File: src/rtl/pwm_signal_writer.sv
// rtl/pwm_signal_writer.sv - servo/ESC PWM frame generator with double-buffered 8-bit command
module pwm_signal_writer #(
  parameter int TICK_DIV    = 196,
  parameter int BASE_TICKS  = 256,
  parameter int FRAME_TICKS = 5120,
  parameter int DUTY_WIDTH  = 8
) (
  input  logic                  sys_clk,
  input  logic                  sys_rst,
  input  logic                  enable,
  input  logic [DUTY_WIDTH-1:0] duty_in,
  input  logic                  duty_load,
  output logic                  pwm_out,
  output logic                  frame_start
);

  localparam int PW = (TICK_DIV > 1) ? $clog2(TICK_DIV) : 1;
  localparam int TW = $clog2(FRAME_TICKS);

  localparam logic [PW-1:0] PRESC_LAST = PW'(TICK_DIV - 1);
  localparam logic [TW-1:0] BASE_LAST  = TW'(BASE_TICKS - 1);
  localparam logic [TW-1:0] FRAME_LAST = TW'(FRAME_TICKS - 1);

  typedef enum logic [1:0] {IDLE, BASE, VAR, LOW} state_t;

  state_t                  state, state_n;
  logic [PW-1:0]           presc;
  logic [TW-1:0]           tick_cnt;
  logic [DUTY_WIDTH-1:0]   hold, shadow;
  logic [TW-1:0]           high_last;
  logic                    tick;
  logic                    start;
  logic                    pwm_n;

  assign tick = (presc == PRESC_LAST);

  // Last tick of the high phase; FRAME_TICKS > BASE_TICKS+255 keeps this in range.
  assign high_last = BASE_LAST + TW'(shadow);

  always_comb begin
    state_n = state;
    pwm_n   = pwm_out;
    start   = 1'b0;
    case (state)
      IDLE: begin
        pwm_n = 1'b0;
        if (enable) start = 1'b1;
      end
      BASE: begin
        if (tick && tick_cnt == BASE_LAST) begin
          if (shadow != '0) begin
            state_n = VAR;
          end else begin
            state_n = LOW;
            pwm_n   = 1'b0;
          end
        end
      end
      VAR: begin
        if (tick && tick_cnt == high_last) begin
          state_n = LOW;
          pwm_n   = 1'b0;
        end
      end
      LOW: begin
        if (tick && tick_cnt == FRAME_LAST) begin
          if (enable) start = 1'b1;
          else        state_n = IDLE;
        end
      end
      default: begin
        state_n = IDLE;
        pwm_n   = 1'b0;
      end
    endcase
    if (start) begin
      state_n = BASE;
      pwm_n   = 1'b1;
    end
  end

  always_ff @(posedge sys_clk) begin
    if (sys_rst) begin
      state       <= IDLE;
      pwm_out     <= 1'b0;
      frame_start <= 1'b0;
      presc       <= '0;
      tick_cnt    <= '0;
      hold        <= '0;
      shadow      <= '0;
    end else begin
      state       <= state_n;
      pwm_out     <= pwm_n;
      frame_start <= start;

      if (start || tick) presc <= '0;
      else               presc <= presc + PW'(1);

      if (start || state_n == IDLE) tick_cnt <= '0;
      else if (tick)                tick_cnt <= tick_cnt + TW'(1);

      // A load coinciding with the frame start goes straight into the shadow.
      if (start) shadow <= duty_load ? duty_in : hold;
      if (duty_load) hold <= duty_in;
    end
  end

endmodule

File: config.mk
export PLATFORM = sky130hd
export DESIGN_NAME = pwm_signal_writer
export DESIGN_NICKNAME = d
export VERILOG_FILES = /design/src/rtl/pwm_signal_writer.sv
export SDC_FILE = /design/constraint.sdc
export NUM_CORES = 1
export LEC_CHECK = 0
export BUFFER_PORTS_ARGS = -buffer_cell sky130_fd_sc_hd__buf_2
export CORE_MARGIN = 10
export CORE_UTILIZATION = 55
export CTS_BUF_LIST = sky130_fd_sc_hd__clkbuf_2
export DETAILED_ROUTE_END_ITERATION = 7
export GPL_ROUTABILITY_DRIVEN = 0
export MAX_ROUTING_LAYER = met4
export PLACE_DENSITY = 0.77
export SLEW_MARGIN = 20
export SYNTH_ARGS = -nofsm -noshare
export SYNTH_HDL_FRONTEND = slang
export SYNTH_SLANG_ARGS = --single-unit
File: constraint.sdc
create_clock -name sys_clk -period 2.5 [get_ports sys_clk]
set_clock_uncertainty 0.2 [all_clocks]
set_input_delay 0.375 -clock sys_clk [delete_from_list [all_inputs] [get_ports sys_clk]]
set_output_delay 0.375 -clock sys_clk [all_outputs]
set_load 0.1 [all_outputs]
==> impl_metrics.toml <==
[grt]
grt_pass1_wl_mm = 8.62
antenna_found_initial = 0
grt_pass1_vias = 1881
grtUsageTotal_pct = 14.4
grt_max_degree = 16
grt.overflow.total = 0

[critical_path]
crit_chain = "or3_4 -> or3_4 -> a2111oi_4 -> a311o_2 -> nand4_4 -> buf_12 -> a31oi_1"
max_stage_delay_ns = 0.40
crit_slowest_cell = "or3_4"
critPathArrivalTime_ns = 2.55
crit_top_cell = "or3_4"
crit_required_ns = 2.64
cp-start-kind = "flip-flop"
crit_fanout = 13
critPathKind = "flip-flop to flip-flop"
endpoint_kind = "flip-flop"

[logic_synthesis]
synth_top_area_share_pct = 34.4
syn_area_per_cell_um2 = 9.51
postSynthNetCount = 270
synthAdderAreaFrac_pct = 3.67
synth-compound-area-share_pct = 19.7
ys_ff_latch = 41
synth_edf_count = 0
async_flop_share_pct = 0
synth_mux_area_share_pct = 4.20
yosysSeqAreaShare_pct = 34.4
ys.warnings.count = 0
synthXorXnorAreaFrac_pct = 10.9
synthTopCellsByArea = "dfxtp_1 34%, xor2_1 6.2%, a31oi_2 4.7%, nor2_1 4.4%, mux2i_1 4.2%"
syn_area_mm2 = 0.00239
synth_top_cell_by_area = "dfxtp_1"
ys_types = 55
synthFlopType = "dfxtp_1"
synth_top_family_by_area = "simple AND/OR/NAND/NOR gates"
synthCells = 251
yosys.area_share.simple_pct = 21.2

[finish]
final_common_cell = "dfxtp_1"
mostFrequentLayoutCells = "38 x dfxtp_1, 28 x nor2_1, 17 x xor2_1, 16 x buf_4, 13 x buf_2"
diodes = 0
synthToLayoutAreaGrowth_pct = 13.1
nets = 295
fillers = 334
multi_input_area_mm2 = 0.00146
regArea_um2 = 825
drive_gt1_share_pct = 26.0

[sta]
min_period_ns = 2.42
setup_slack_ns = 0.0822
slew_headroom_pct = 67.8
slew_violations = 0
period_share_pct = 96.7
setup_viol = 0
hold_viol_final = 0
setup_tns_ns = 0
worst_pin_slew_ns = 0.487
rsz0062_at_grt = "false"
max_freq_mhz = 414

[detailed_routing]
dr_total_vias = 1951
ant_nets = 0
vias_per_cell = 5.97
wire_per_inst_um = 15.7
routed_wl_mm = 5.14
firstDrtPassIters = 4
drc = 0
drtIter0Drc = 170

[placed_design]
dpl.hpwl_mm = 3.77
place_ws_ns = 0.0135
io_buffers = 13

[floorplanning]
start_util_pct = 58.4
die_h_um = 85.9
die_area_mm2 = 0.00737
core-area_mm2 = 0.00409
io_pins = 14
rows = 23
dieWidth_um = 85.9

[hold_path]
worstHoldPathType = "primary input to flip-flop"

[clock_tree]
cts-root-buf = "clkbuf_2"
worstSkewPairLatency_ns = 0.40
cts_buffer_depth = 2
cts_buffers = 5
htree_num_levels = 2
clock-sinks = 41
cts_tree = "built"
path_clk_slew_ns = 0.20
hold_buffers = 0

[power_and_ir_drop]
peakVddDrop_v = 0.000284
p_per_area_mw_per_mm2 = 561
p_total_uw = 1510
p_leak_uw = 0.00108

[run]
maxCapViolCount = 0

[outcome]
status = "finished, final reports clean"
state kept, by name, summed over array words and instances (netlist names):
register	count
frame_start	1
hold	8
presc	8
pwm_out	1
shadow	8
state	2
tick_cnt	13
synth_stat cells (all sizes together), types with 2 or more instances:
cell type / instances
nor3: 4
xor2: 17
o21ai: 2
clkbuf: 8
inv: 11
a31o: 2
ha: 7
dfxtp: 41
xnor2: 10
nand2: 8
mux2i: 10
a211oi: 3
and3: 6
nor2: 28
a31oi: 15
or3: 3
nand4: 10
o31ai: 5
nor2b: 3
o22a: 8
and4: 3
or2: 2
nand3: 11
a21oi: 3
buf: 5
and2: 5
layout make-up:
class | count | area share [%]
inverters | 11 | 1.53
flip-flops and latches | 41 | 30.6
clock buffers | 6 | 1.11
multi-input cells | 185 | 54.1
clock inverters | 2 | 1.25
well taps | 50 | 2.32
repair buffers | 32 | 9.09
power by group:
group          switching (uW)  internal, uW  leakage, uW
clock                     210           171    0.0000406
sequential               33.2           692     0.000336
combinational             228           180     0.000700
total                     471          1040      0.00108
cell families after synthesis:
logic type / Yosys count
adders and majority gates: 7
DFF: 41
and+or+nand+nor: 90
AOI/OAI and AO/OA: 50
muxes: 10
xor gates and xnor gates: 28
buffers and inverters: 25
worst max-delay path: cells and delay by family (launching register included):
family / cells / cell delay, ns
AOI/OAI and AO/OA: 3 / 0.71
and+or+nand+nor: 3 / 0.90
buffers and inverters: 1 / 0.18
DFF: 1 / 0.37
worst paths after layout:
check	start	endpoint	slack (ns)	cells after the start
max	shadow[2]$_SDFFE_PP0P_	tick_cnt[2]$_SDFFE_PP0P_	0.08	7
min	duty_in[7]	hold[7]$_SDFF_PP0_	0.06	3
max reg2reg	shadow[2]$_SDFFE_PP0P_	tick_cnt[2]$_SDFFE_PP0P_	0.08	7
min reg2reg	pwm_out$_SDFFE_PP0P_	pwm_out$_SDFFE_PP0P_	0.31	2
what timing repair did:
item / 4_1_cts / 5_1_grt
endpoints found under the setup margin: 12 / 24
pin swaps: 1 / 1
resized for setup: 0 / 9
buffers inserted: 0 / 1
per-stage QoR:
step	instances	hold slack (ns)	utilization, %	cell area [um2]
after floorplan	251	0.242	-	2390
after global placement	318	0.287	63.0	2580
after detailed placement	318	0.290	63.0	2580
after CTS	326	0.0515	64.6	2640
after global routing	327	0.0449	66.0	2700
final	327	0.0632	66.0	2700
metal layers:
metal  vias up  global-route usage (%)  part of all wire [%]
li1        970                       -                     -
met1       921                    17.8                    47
met2        49                    22.1                    46
met3        11                    3.78                   5.7
met4         0                    4.49                   1.7
met5         -                       -                     0
Power figures use the tool's default switching activity.
